--- config.mk ---
export PLATFORM = sky130hd
export DESIGN_NAME = mmb_burst_splitter
export DESIGN_NICKNAME = d
export VERILOG_FILES = /design/src/rtl/mmb_burst_splitter.sv
export SDC_FILE = /design/constraint.sdc
export NUM_CORES = 1
export LEC_CHECK = 0
export ABC_AREA = 1
export BUFFER_PORTS_ARGS = -buffer_cell sky130_fd_sc_hd__buf_4
export CORE_ASPECT_RATIO = 0.75
export CORE_UTILIZATION = 56
export CTS_BUF_LIST = sky130_fd_sc_hd__clkbuf_8
export CTS_CLUSTER_DIAMETER = 50
export DETAILED_ROUTE_END_ITERATION = 6
export PLACE_DENSITY = 0.92
export SYNTH_ARGS = -nofsm -noshare
export SYNTH_HDL_FRONTEND = slang
export SYNTH_SLANG_ARGS = --single-unit
export TNS_END_PERCENT = 1
--- constraint.sdc ---
create_clock -name clk -period 3.11 [get_ports clk]
set_input_delay 0.311 -clock clk [delete_from_list [all_inputs] [get_ports clk]]
set_output_delay 0.311 -clock clk [all_outputs]
set_load 0.02 [all_outputs]
--- src/rtl/mmb_burst_splitter.sv ---
// Splits master bursts into sub-bursts of at most 2^MBWIDTH words for a short-burst slave.
// Optional MMB_BURST_SPLITTER_BOUNDARY_EN: sub-bursts never cross an aligned 2^MBWIDTH-word boundary.
module mmb_burst_splitter #(
    parameter int unsigned AWIDTH  = 8,
    parameter int unsigned DWIDTH  = 8,
    parameter int unsigned BWIDTH  = 4,
    parameter int unsigned MBWIDTH = 2
) (
    input  logic               reset,
    input  logic               clk,
    input  logic [AWIDTH-1:0]  s_addr,
    input  logic [BWIDTH-1:0]  s_bcnt,
    input  logic               s_wreq,
    input  logic [DWIDTH-1:0]  s_wdat,
    input  logic               s_rreq,
    output logic [DWIDTH-1:0]  s_rdat,
    output logic               s_rval,
    output logic               s_busy,
    output logic [AWIDTH-1:0]  m_addr,
    output logic [MBWIDTH-1:0] m_bcnt,
    output logic               m_wreq,
    output logic [DWIDTH-1:0]  m_wdat,
    output logic               m_rreq,
    input  logic [DWIDTH-1:0]  m_rdat,
    input  logic               m_rval,
    input  logic               m_busy
);

    localparam int unsigned RW  = BWIDTH + 1;
    localparam int unsigned SUB = 1 << MBWIDTH;
`ifdef MMB_BURST_SPLITTER_BOUNDARY_EN
    localparam bit BOUNDARY_EN = 1'b1;
`else
    localparam bit BOUNDARY_EN = 1'b0;
`endif

    typedef enum logic [1:0] {IDLE, WRITE, READ} state_t;

    state_t            state, state_n;
    logic [AWIDTH-1:0] cur_addr, cur_addr_n;
    logic [RW-1:0]     rem, rem_n;
    logic [RW-1:0]     sub_rem, sub_rem_n;
    logic [MBWIDTH-1:0] bcnt_hold, bcnt_hold_n;
    logic [RW-1:0]     len_v;
    logic [RW-1:0]     n_s;

    // Sub-burst length for a given address offset and remaining word count
    function automatic logic [RW-1:0] sub_len(input logic [MBWIDTH-1:0] off,
                                              input logic [RW-1:0] r);
        logic [RW-1:0] room;
        room = RW'(SUB) - (BOUNDARY_EN ? RW'(off) : RW'(0));
        return (r < room) ? r : room;
    endfunction

    assign n_s    = RW'(s_bcnt) + RW'(1);
    assign s_rdat = m_rdat;
    assign s_rval = m_rval;
    assign m_wdat = s_wdat;

    always_ff @(posedge clk or posedge reset) begin
        if (reset) begin
            state     <= IDLE;
            cur_addr  <= '0;
            rem       <= '0;
            sub_rem   <= '0;
            bcnt_hold <= '0;
        end else begin
            state     <= state_n;
            cur_addr  <= cur_addr_n;
            rem       <= rem_n;
            sub_rem   <= sub_rem_n;
            bcnt_hold <= bcnt_hold_n;
        end
    end

    always_comb begin
        state_n     = state;
        cur_addr_n  = cur_addr;
        rem_n       = rem;
        sub_rem_n   = sub_rem;
        bcnt_hold_n = bcnt_hold;
        len_v       = '0;
        m_wreq      = 1'b0;
        m_rreq      = 1'b0;
        m_addr      = cur_addr;
        m_bcnt      = bcnt_hold;
        s_busy      = m_busy;
        case (state)
            IDLE: begin
                m_addr = s_addr;
                len_v  = sub_len(s_addr[MBWIDTH-1:0], n_s);
                m_bcnt = MBWIDTH'(len_v - RW'(1));
                if (s_wreq) begin
                    m_wreq = 1'b1;
                    if (!m_busy) begin
                        cur_addr_n  = s_addr + AWIDTH'(1);
                        rem_n       = n_s - RW'(1);
                        sub_rem_n   = len_v - RW'(1);
                        bcnt_hold_n = MBWIDTH'(len_v - RW'(1));
                        if (rem_n != '0) state_n = WRITE;
                    end
                end else if (s_rreq) begin
                    m_rreq = 1'b1;
                    if (!m_busy) begin
                        cur_addr_n = s_addr + AWIDTH'(len_v);
                        rem_n      = n_s - len_v;
                        if (rem_n != '0) state_n = READ;
                    end
                end
            end
            WRITE: begin
                m_wreq = s_wreq;
                // A new sub-burst starts when the previous one has been fully issued
                if (sub_rem == '0) begin
                    len_v  = sub_len(cur_addr[MBWIDTH-1:0], rem);
                    m_bcnt = MBWIDTH'(len_v - RW'(1));
                end
                if (s_wreq && !m_busy) begin
                    cur_addr_n = cur_addr + AWIDTH'(1);
                    rem_n      = rem - RW'(1);
                    if (sub_rem == '0) begin
                        sub_rem_n   = len_v - RW'(1);
                        bcnt_hold_n = MBWIDTH'(len_v - RW'(1));
                    end else begin
                        sub_rem_n = sub_rem - RW'(1);
                    end
                    if (rem_n == '0) state_n = IDLE;
                end
            end
            READ: begin
                s_busy = 1'b1;
                m_rreq = 1'b1;
                len_v  = sub_len(cur_addr[MBWIDTH-1:0], rem);
                m_bcnt = MBWIDTH'(len_v - RW'(1));
                if (!m_busy) begin
                    cur_addr_n = cur_addr + AWIDTH'(len_v);
                    rem_n      = rem - len_v;
                    if (rem_n == '0) state_n = IDLE;
                end
            end
            default: state_n = IDLE;
        endcase
        // Requests are never forwarded while reset is held
        if (reset) begin
            m_wreq = 1'b0;
            m_rreq = 1'b0;
        end
    end

endmodule
Yosys cells after proc, flatten, opt, wreduce, memory -nomap -nowiden
Index checks and enable logic that the tools add are counted.
W data, S select, Z words.
{"block": "totals", "elab_cells": 96, "ram_bits": 0, "n_memories": 0, "latchBits": 0, "register_bits": 22, "mem_bits_ro": 0}
{"block": "op_classes", "n_addsub": 13, "eq_ne": 12, "n_lt_le_gt_ge": 2, "mux": 50, "n_reduce_logical": 14, "shifts": 0, "bitwise": 0, "div_mod_pow": 0, "mul": 0}
{"op": "$mux W5", "n": 14}
{"op": "$mux W8", "n": 7}
{"op": "$mux W2", "n": 15}
{"op": "$sub A5 B1 Y5 const B", "n": 5}
{"op": "$pmux W8 S3", "n": 1}
{"op": "$add A8 B1 Y8 const B", "n": 2}
{"op": "$add A8 B5 Y8", "n": 2}
{"op": "$logic_not A5 Y1", "n": 3}
{"op": "$pmux W5 S3", "n": 1}
{"op": "$ne A2 B2 Y1 const B", "n": 7}
{"op": "$pmux W2 S3", "n": 2}
{"op": "$lt A5 B3 Y1 const B", "n": 2}
{"op": "$pmux W5 S2", "n": 1}
{"op": "$reduce_and A5 Y1", "n": 2}
{"op": "$reduce_bool A5 Y1", "n": 2}
{"op": "$sub A5 B5 Y5", "n": 2}
{"op": "$ne A3 B3 Y1 const B", "n": 3}
{"op": "$reduce_and A8 Y1", "n": 1}
{"op": "$mux W1", "n": 6}
{"op": "$add A4 B1 Y5 const B", "n": 1}
{"op": "$pmux W1 S2", "n": 2}
{"op": "$pmux W2 S2", "n": 1}
{"op": "$reduce_and A4 Y1", "n": 1}
{"op": "$reduce_bool A3 Y1", "n": 1}
{"op": "other kinds (7)", "n": 7}

Logic depth before layout (Yosys ltp)
Gate-level depths: netlist of the first run.
{"block": "depth", "ltp_word": 10, "mapped_depth": 18, "ltp_nobuf": 18}

Worst setup path after synthesis of the first run
No wires, ideal clock.
{"block": "synth_path", "path_type": "reg2reg", "start": "register rem[2]", "end": "register cur_addr[6]", "setup_time_ns": 0.126, "slack_ns": 0.791, "n_path_buf": 0, "synth_period_minus_slack_ns": 2.319, "arrival_ns": 2.193, "path_stages_with_launch": 18, "path_cell_list": "dfrtp_1 > inv_1 > nand3_2 > inv_1 > nand2_1 > nand2_1 > ha_1 > inv_1 > fa_1 > nand3b_1 > nand2_1 > nand2_1 > nand2_1 > nand3_1 > nand3_1 > nand2_1 > nand2_1 > o21ai_0"}
{"block": "synth_between", "elab_chain_len": 5}
{"element": "start: declaration", "line_no": "41", "rtl": "logic [RW-1:0] rem, rem_n;"}
{"element": "start signal: assignment", "line_no": "70", "rtl": "rem <= rem_n;"}
{"element": "$lt A5 B3 Y1", "line_no": "52", "rtl": "return (r < room) ? r : room;"}
{"element": "$mux W5 *", "line_no": "52"}
{"element": "$add A8 B5 Y8 *", "line_no": "136", "rtl": "cur_addr_n = cur_addr + AWIDTH'(len_v);"}
{"element": "$mux W8 *", "line_no": "135", "rtl": "if (!m_busy) begin"}
{"element": "$pmux W8 S3 *", "line_no": "88", "rtl": "case (state)"}
{"element": "end signal: assignment", "line_no": "69", "rtl": "cur_addr <= cur_addr_n;"}
{"element": "end: declaration", "line_no": "40", "rtl": "logic [AWIDTH-1:0] cur_addr, cur_addr_n;"}
Mark *: on every way between the ends. The rest lies on a longest branch, timed or not. The select of a mux whose other input is x is not followed.
A chain may end at the register's enable or synchronous reset.

Worst setup path in the final report of the first run
Ends and elaborated chain as after synthesis.

==> results of run 1 <==
-- registers in the layout, indices dropped and copies added (netlist names) --
name	flops
bcnt_hold	2
sub_rem	5
state	2
rem	5
cur_addr	8
-- cell usage in the layout, fill, tap and decap left out, drive strengths merged, types with 2 or more instances in the layout --
master | Yosys | final
inv | 63 | 63
o2111ai | 2 | 2
nor3 | 6 | 6
buf | 22 | 30
nand4 | 11 | 11
nor2 | 33 | 33
o211ai | 4 | 4
clkbuf | 7 | 3
fa | 2 | 2
a21oi | 23 | 23
a31oi | 4 | 4
dfrtp | 22 | 22
conb | 2 | 7
nand3 | 35 | 35
ha | 24 | 24
o21ai | 41 | 41
o22ai | 3 | 3
nand2 | 111 | 111
xor2 | 3 | 3
-- stage by stage --
| step | power (uW) | util [%] | hold slack, ps | cells |
|---|---|---|---|---|
| CTS | 2617 | 63.67 | 292.9 | 494 |
| global placement | 2275 | 62.10 | 494.0 | 490 |
| floorplan | 1899 | - | 300.2 | 432 |
| global route | 2891 | 63.67 | 332.6 | 494 |
| finish | 2659 | 63.67 | 271.6 | 494 |
| detailed placement | 2325 | 62.10 | 503.9 | 490 |
-- area by class of cell --
type                            instances  area [sq um]  area share [%]
Multi-Input combinational cell        318          1739           60.10
Sequential cell                        22         550.5           19.02
Inverter                               63         236.5           8.171
Timing Repair Buffer                   30         225.2           7.782
Tap cell                               57         71.32           2.464
Clock buffer                            3         41.29           1.427
Clock inverter                          1         30.03           1.038
-- critical path, delay by kind of cell (launching register included) --
| kind | cells | cell delay [ps] |
|---|---|---|
| compound gates | 1 | 80 |
| flops | 1 | 420 |
| fa+ha+maj | 2 | 590 |
| buf+inv | 3 | 450 |
| simple gates | 11 | 1070 |
-- how the worst min path moves through the flow --
stage          cells past startpoint           end          from  slack (ps)
6_report                           2    sub_rem[0]         reset         270
5_1_grt                            2  bcnt_hold[1]         reset         330
4_1_cts                            2      state[1]         reset         290
3_5_place_dp                       2  bcnt_hold[1]  bcnt_hold[1]         500
3_3_place_gp                       2   cur_addr[7]   cur_addr[7]         490
2_1_floorplan                      1  bcnt_hold[0]         reset         300
-- kinds of logic (layout without fill, tap and decap cells) --
family	Yosys count	in the layout	synth area share, %
AO/OA/AOI/OAI	83	83	17.43
XOR/XNOR	4	4	1.298
adder cells (fa/ha/maj)	26	26	12.61
buffers and inverters	92	97	15.86
flip-flops	22	22	20.40
other	2	7	0.2783
AND/OR/NAND/NOR	198	198	32.13
-- report_power, final --
group	internal [uW]	switching (uW)	leakage [uW]
combinational	637	1190	0.00123
clock	172	109	0.0000357
sequential	423	124	0.000259
total	1230	1430	0.00152
-- layer usage --
metal,wire length [microns],track usage (%),vias up
li1,-,-,1398
met1,3259,43.92,1303
met2,3065,42.25,162
met3,646,3.824,11
met4,57,7.456,0
met5,0,0,-
==> flow_summary.ini, run 1 <==
[run_status]
outcome = completed

[routing]
first_pass_iters = 7
drtIter0Drc = 338
remaining_drc_errors = 0
viasPerCell = 5.818
ant_nets = 0
avgRoutedWirePerCell_microns = 14.22
via_count = 2874
totalWireLength_microns = 7027

[yosys]
synth_seq_cells = 22
synth_top_area_share_pct = 20.40
netlist_instances = 427
syn_area_sq_mm = 0.002699
synth_top_cells_by_count = nand2_1 (108), inv_1 (56), o21ai_0 (36)
yosysWarnings = 0
yosysSeqAreaShare_pct = 20.40
async_reset_ff_share_pct = 100.0
syn_avg_cell_area_sq_um = 6.320
ys_types = 39
synth_enable_flop_cells = 0
yosysMostFrequentCell = nand2_1
synth_area_leader_cell = dfrtp_1
synthTopCellsByArea = dfrtp_1 (20%), nand2_1 (15%), ha_1 (11%)
synthFlopType = dfrtp_1

[sta]
fin_tns_setup_ps = 0
slew_violations = 0
final-setup-viol-count = 0
finalCritPeriodShare_pct = 87.60
rsz0062_at_grt = no
tightest_slew_ps = 967.5
finClkSkew_ps = 3.465
clock.fmax_mhz = 367.1
relSlewSlack_pct = 35.43
period_minus_slack_ps = 2724
hold_violations = 0
setup_slack_ps = 385.7

[setup_path]
r2r_slack_ps = 390
path_cells = inv_1 > nand3_2 > inv_1 > nand2_1 > nand2_1 > ha_1 > inv_1 > fa_1 > nand3b_1 > nand2_1 > nand2_1 > nand2_1 > nand3_1 > nand3_1 > nand2_1 > nand2_1 > o21ai_0
criticalPathCategory = flip-flop to flip-flop
start_kind = flip-flop
cpMostUsedCell = nand2_1
crit_path_max_fanout = 7
crit_path_end_kind = flip-flop
crit_arrival_ps = 2880
setup.worst_path.start = rem[2]
crit_required_ps = 3260
r2r_start = rem[2]
reg2reg_to = cur_addr[6]
critPathMaxStageDelay_ps = 420
critPathSlowestCell = dfrtp_1
reg2regPathDepth = 17
cp-endpoint = cur_addr[6]

[final_layout]
antenna_cells = 0
fillers = 401
drive_above_1_share_pct = 11.90
fin_nets = 498
area_growth_pct = 7.232
design_area_sq_mm = 0.002894

[pwr]
p_leak_uw = 0.001524
peakVddDrop_v = 0.0005307
power_density_mw_per_mm2 = 918.7

[place]
portBuffers = 29
dp_hpwl_microns = 5342
place_congestion = 0.9288
pre_cts_slack_ps = 379.1
placed_cell_area_sq_mm = 0.002823

[global_routing]
grt_pass1_wl_microns = 11540
grt_use_total_pct = 28.84
gr-total-overflow = 0
grt_max_degree = 23
grt_pass1_vias = 2543
antenna_found_initial = 0

[clock_tree]
cts_tree = done
clkSlewWorstSetupHoldPaths_ps = 90
clkSinkCount = 22
root_buffer = clkbuf_8
numCtsBuffers = 3
postCtsSetupBuffers = 0
cts.repair.resized = 0
clock_path_buffers = 2
clock_latency_ps = 270
h-tree-depth = 1
holdBufCountCts = 0

[floorplan]
die_h_microns = 62.12
start_util_pct = 59.37
ios = 64
fp.dieW_microns = 82.16
fp.dieArea_sq_mm = 0.005104
rows = 21
coreArea_sq_mm = 0.004546

[run]
drv_cap = 0

[min_path]
hp-class = input port to asynchronous set/reset pin
Power figures use the tool's default switching activity.
==> inputs of run 2 (changes only) <==
==> constraint.sdc (replaced) <==
create_clock -name clk -period 3.04 [get_ports clk]
set_input_delay 0.304 -clock clk [delete_from_list [all_inputs] [get_ports clk]]
set_output_delay 0.304 -clock clk [all_outputs]
set_load 0.01 [all_outputs]
==> run 2 against run 1 <==
Against the previous run: global-route usage shrank 0.11 points; final cell count up 0.20%; count of clock-buffer cells in the layout is the same; non-clock buffer count grew 1; sequential power grew 2%; first-iteration DRC count increased by 5.9%; total power decreased by 0.14%; utilization rose by 0.17 points; highest routed layer unchanged.
==> flow_summary.ini, run 2 (synthesis gave the netlist of run 1 again) <==
[clock_tree]
cts_tree = done
clock_path_buffers = 2
postCtsSetupBuffers = 0
numCtsBuffers = 3
clkSlewWorstSetupHoldPaths_ps = 90
cts.repair.resized = 0
root_buffer = clkbuf_8
clkSinkCount = 22
holdBufCountCts = 0
h-tree-depth = 1
clock_latency_ps = 270

[pwr]
p_seq_share_pct = 21.0
swShare_pct = 52.41
comb_power_share_pct = 68.2
p_int_uw = 1263
peakVddDrop_v = 0.0005283
p_leak_uw = 0.001529
switchingPower_uw = 1391
pwr-share-clk_pct = 10.8
power_density_mw_per_mm2 = 915.0

[place]
placed_cell_area_sq_mm = 0.002830
place_congestion = 0.9638
portBuffers = 29
dp_hpwl_microns = 5278
pre_cts_slack_ps = 373.5
post-place-cells = 491

[setup_path]
crit_required_ps = 3200
path_cells = inv_1 > nand3_2 > inv_1 > nand2_1 > nand2_1 > ha_1 > inv_1 > fa_1 > nand3b_1 > nand2_1 > nand2_1 > nand2_1 > nand3_1 > nand3_1 > nand2_1 > nand2_1 > o21ai_0
criticalPathCategory = flip-flop to flip-flop
worst-path-buf-inv = 3
crit_path_end_kind = flip-flop
path_delay_family = simple AND/OR/NAND/NOR gates
cp_num_cells = 17
crit_arrival_ps = 2840
cp-endpoint = cur_addr[6]
setup.worst_path.start = rem[2]
cpMostUsedCell = nand2_1
r2r_start = rem[2]
reg2regPathDepth = 17
critPathMaxStageDelay_ps = 410
crit_path_max_fanout = 7
critPathSlowestCell = dfrtp_1
r2r_slack_ps = 360
start_kind = flip-flop
reg2reg_to = cur_addr[6]

[global_routing]
grt_use_total_pct = 28.73
grt_pass1_wl_microns = 11530
antenna_found_initial = 0
grt_max_degree = 23
grt_pass1_vias = 2601
gr-total-overflow = 0

[sta]
period_minus_slack_ps = 2683
tightest_slew_ps = 951.6
slew_violations = 0
finClkSkew_ps = 2.702
fin_tns_setup_ps = 0
hold_violations = 0
clock.fmax_mhz = 372.7
whs_ps = 268.3
rsz0062_at_grt = no
relSlewSlack_pct = 36.49
setup_slack_ps = 356.9
final-setup-viol-count = 0
finalCritPeriodShare_pct = 88.26

[routing]
avgRoutedWirePerCell_microns = 13.95
viasPerCell = 5.838
drtIter0Drc = 358
via_count = 2890
ant_nets = 0
remaining_drc_errors = 0
first_pass_iters = 5
totalWireLength_microns = 6903

[final_layout]
layout.cells.most_common_list = nand2_1 (108), inv_1 (56), o21ai_0 (36)
design_area_sq_mm = 0.002902
layout.cells.most_common = nand2_1
fin_nets = 499
drive_above_1_share_pct = 12.10
fillers = 398
area_growth_pct = 7.510
antenna_cells = 0
final_cells = 495
seqCellArea_sq_um = 550.5
largest_reg_flops = 8
top_register = cur_addr
multi_input_area_sq_mm = 0.001739
reg_top3 = cur_addr x8, rem x5, sub_rem x5

[floorplan]
ios = 64
rows = 21
fp.dieArea_sq_mm = 0.005104
start_util_pct = 59.37
die_h_microns = 62.12
coreArea_sq_mm = 0.004546
fp.dieW_microns = 82.16

[run]
drv_cap = 0

[run_status]
outcome = completed

[min_path]
hp-class = input port to asynchronous set/reset pin
run 2: final cells by class:
class	instances	area share, %
Multi-Input combinational cell	318	59.94
Sequential cell	22	18.97
Inverter	63	8.150
Timing Repair Buffer	31	8.021
Tap cell	57	2.458
Clock buffer	3	1.423
Clock inverter	1	1.035
run 2: per-layer routing:
layer	wire length, microns	track usage, %	up-vias
li1	-	-	1405
met1	3155	42.03	1290
met3	683	5.294	16
met5	0	0	-
met2	2986	42.67	179
met4	77	8.114	0
run 2: how the worst min path moves through the flow:
stage                           start            to  slack [ps]
final                           reset      state[0]         270
after detailed placement  cur_addr[7]   cur_addr[7]         500
after floorplan                 reset  bcnt_hold[0]         290
after global placement    cur_addr[7]   cur_addr[7]         490
after global routing            reset      state[1]         340
after CTS                       reset      state[1]         280
run 2: power groups by stage:
stage	Clock [uW]	Sequential, uW	Combinational (uW)
after floorplan	0	516	1350
after global placement	0	551	1710
after detailed placement	0	558	1750
after CTS	291	553	1770
after global routing	302	574	2020
final	287	557	1810
run 2: per-stage QoR:
stage	util (%)	power (uW)
floorplan	-	1864
global placement	62.26	2261
detailed placement	62.26	2312
CTS	63.83	2615
global route	63.83	2900
finish	63.83	2655
run 2: worst reg2reg max path, delay by kind of cell (launching register included):
kind                     cells  cell delay [ps]
AO/OA/AOI/OAI                1               70
adder cells (fa/ha/maj)      2              580
flip-flops                   1              410
buffers and inverters        3              420
AND/OR/NAND/NOR             11             1070
==> inputs of run 3 (changes only) <==
--- a/config.mk
+++ b/config.mk
@@ -7,12 +7,14 @@
 export LEC_CHECK = 0
 export ABC_AREA = 1
 export BUFFER_PORTS_ARGS = -buffer_cell sky130_fd_sc_hd__buf_4
+export CELL_PAD_IN_SITES_DETAIL_PLACEMENT = 1
+export CELL_PAD_IN_SITES_GLOBAL_PLACEMENT = 1
 export CORE_ASPECT_RATIO = 0.75
-export CORE_UTILIZATION = 56
+export CORE_UTILIZATION = 39
 export CTS_BUF_LIST = sky130_fd_sc_hd__clkbuf_8
 export CTS_CLUSTER_DIAMETER = 50
 export DETAILED_ROUTE_END_ITERATION = 6
-export PLACE_DENSITY = 0.92
+export PLACE_DENSITY = 0.93
 export SYNTH_ARGS = -nofsm -noshare
 export SYNTH_HDL_FRONTEND = slang
 export SYNTH_SLANG_ARGS = --single-unit
==> run 3 against run 2 <==
Against the previous run: the flow now finishes with violations (design-rule violations); wire length increased by 23%; combinational power increased by 4%; flip-flop and latch count unchanged; worst setup slack got worse by 80 ps; total power increased by 2.7%; critical endpoint unchanged.
==> flow_summary.ini, run 3 (synthesis gave the netlist of run 1 again) <==
[clock_tree]
clock_path_buffers = 2
cts.repair.resized = 0
cts_tree = done
holdBufCountCts = 0
h-tree-depth = 1
clkSinkCount = 22
numCtsBuffers = 3
clkSlewWorstSetupHoldPaths_ps = 100
root_buffer = clkbuf_8
postCtsSetupBuffers = 0
clock_latency_ps = 280

[final_layout]
largest_reg_flops = 8
top_register = cur_addr
final_cells = 518
reg_top3 = cur_addr x8, rem x5, sub_rem x5
area_growth_pct = 8.345
antenna_cells = 0
layout.cells.most_common_list = nand2_1 (108), inv_1 (56), o21ai_0 (36)
fin_nets = 498
drive_above_1_share_pct = 11.90
layout.cells.most_common = nand2_1

[setup_path]
r2r_slack_ps = 280
crit_arrival_ps = 2920
critPathMaxStageDelay_ps = 420
start_kind = flip-flop
r2r_start = rem[2]
crit_path_max_fanout = 7
crit_required_ps = 3200
worst-path-buf-inv = 3
reg2regPathDepth = 17
cpMostUsedCell = nand2_1
path_delay_family = simple AND/OR/NAND/NOR gates
critPathSlowestCell = dfrtp_1
path_cells = inv_1 > nand3_2 > inv_1 > nand2_1 > nand2_1 > ha_1 > inv_1 > fa_1 > nand3b_1 > nand2_1 > nand2_1 > nand2_1 > nand3_1 > nand3_1 > nand2_1 > nand2_1 > o21ai_0
criticalPathCategory = flip-flop to flip-flop
reg2reg_to = cur_addr[6]
crit_path_end_kind = flip-flop

[run]
drv_cap = 0

[sta]
setup_slack_ps = 276.8
fin_tns_setup_ps = 0
period_minus_slack_ps = 2763
finClkSkew_ps = 9.280
tightest_slew_ps = 950.4
final-setup-viol-count = 0
relSlewSlack_pct = 36.57
finalCritPeriodShare_pct = 90.90
slew_violations = 0
hold_violations = 0
rsz0062_at_grt = no
clock.fmax_mhz = 361.9

[routing]
highest_layer = met4
remaining_drc_errors = 6
wl_met2_microns = 3958
via_count = 2888
first_pass_iters = 7
viasPerCell = 5.575
avgRoutedWirePerCell_microns = 16.43
totalWireLength_microns = 8511
wl_met1_microns = 4101
drtIter0Drc = 212
met3WireLength_microns = 378
ant_nets = 0

[run_status]
outcome = finished, violations left
violations = design-rule violations

[pwr]
peakVddDrop_v = 0.0004470
power_density_mw_per_mm2 = 932.8
p_leak_uw = 0.001524
finalPower_uw = 2728

[min_path]
hp-class = input port to asynchronous set/reset pin

[floorplan]
fp.dieW_microns = 98.06
fp.dieArea_sq_mm = 0.007260
start_util_pct = 41.68
rows = 25
die_h_microns = 74.04
coreArea_sq_mm = 0.006475
ios = 64

[place]
post-place-cells = 514
portBuffers = 29
place_congestion = 0.8651
dp_hpwl_microns = 6712
pre_cts_slack_ps = 233.2

[global_routing]
grt_max_degree = 23
grt_pass1_wl_microns = 14110
grt_use_total_pct = 24.35
antenna_found_initial = 0
grt_pass1_vias = 2940
gr-total-overflow = 0
[run 3: cell count changes in the layout (fill, tap and decap cells not counted)]
cell / change
buf_4: -1
[run 3: report_power, final]
group / internal (uW) / total, uW / switching, uW
Clock: 176 / 289 / 113
Combinational: 653 / 1880 / 1230
Sequential: 433 / 560 / 127
[run 3: worst max-delay path by stage]
stage               from           to  slack (ps)  cells past startpoint
2_1_floorplan     rem[2]  cur_addr[6]         720                     17
3_3_place_gp   s_bcnt[0]  cur_addr[4]         360                     19
3_5_place_dp   s_bcnt[0]  cur_addr[6]         230                     19
4_1_cts           rem[2]  cur_addr[6]         300                     17
5_1_grt           rem[2]  cur_addr[6]          30                     18
6_report          rem[2]  cur_addr[6]         280                     17
[run 3: cell type report]
cell class | instances | area, sq um
clock buffer | 3 | 41.29
multi-input combinational | 318 | 1739
inverter | 63 | 236.5
tap | 81 | 101.3
fill | 893 | 3551
timing repair buffer | 30 | 225.2
clock inverter | 1 | 30.03
sequential | 22 | 550.5
[run 3: through the flow]
step / hold slack, ps / area (sq um) / utilization (%)
3_5_place_dp: 507.8 / 2853 / 44.06
4_1_cts: 302.2 / 2924 / 45.16
2_1_floorplan: 293.2 / 2718 / -
6_report: 252.7 / 2924 / 45.16
3_3_place_gp: 493.5 / 2853 / 44.06
5_1_grt: 324.0 / 2924 / 45.16
[run 3: layer usage]
| metal | vias up | track usage [%] |
|---|---|---|
| met5 | - | 0 |
| met4 | 0 | 5.051 |
| met3 | 13 | 2.350 |
| met2 | 81 | 43.35 |
| met1 | 1396 | 32.62 |
| li1 | 1398 | - |
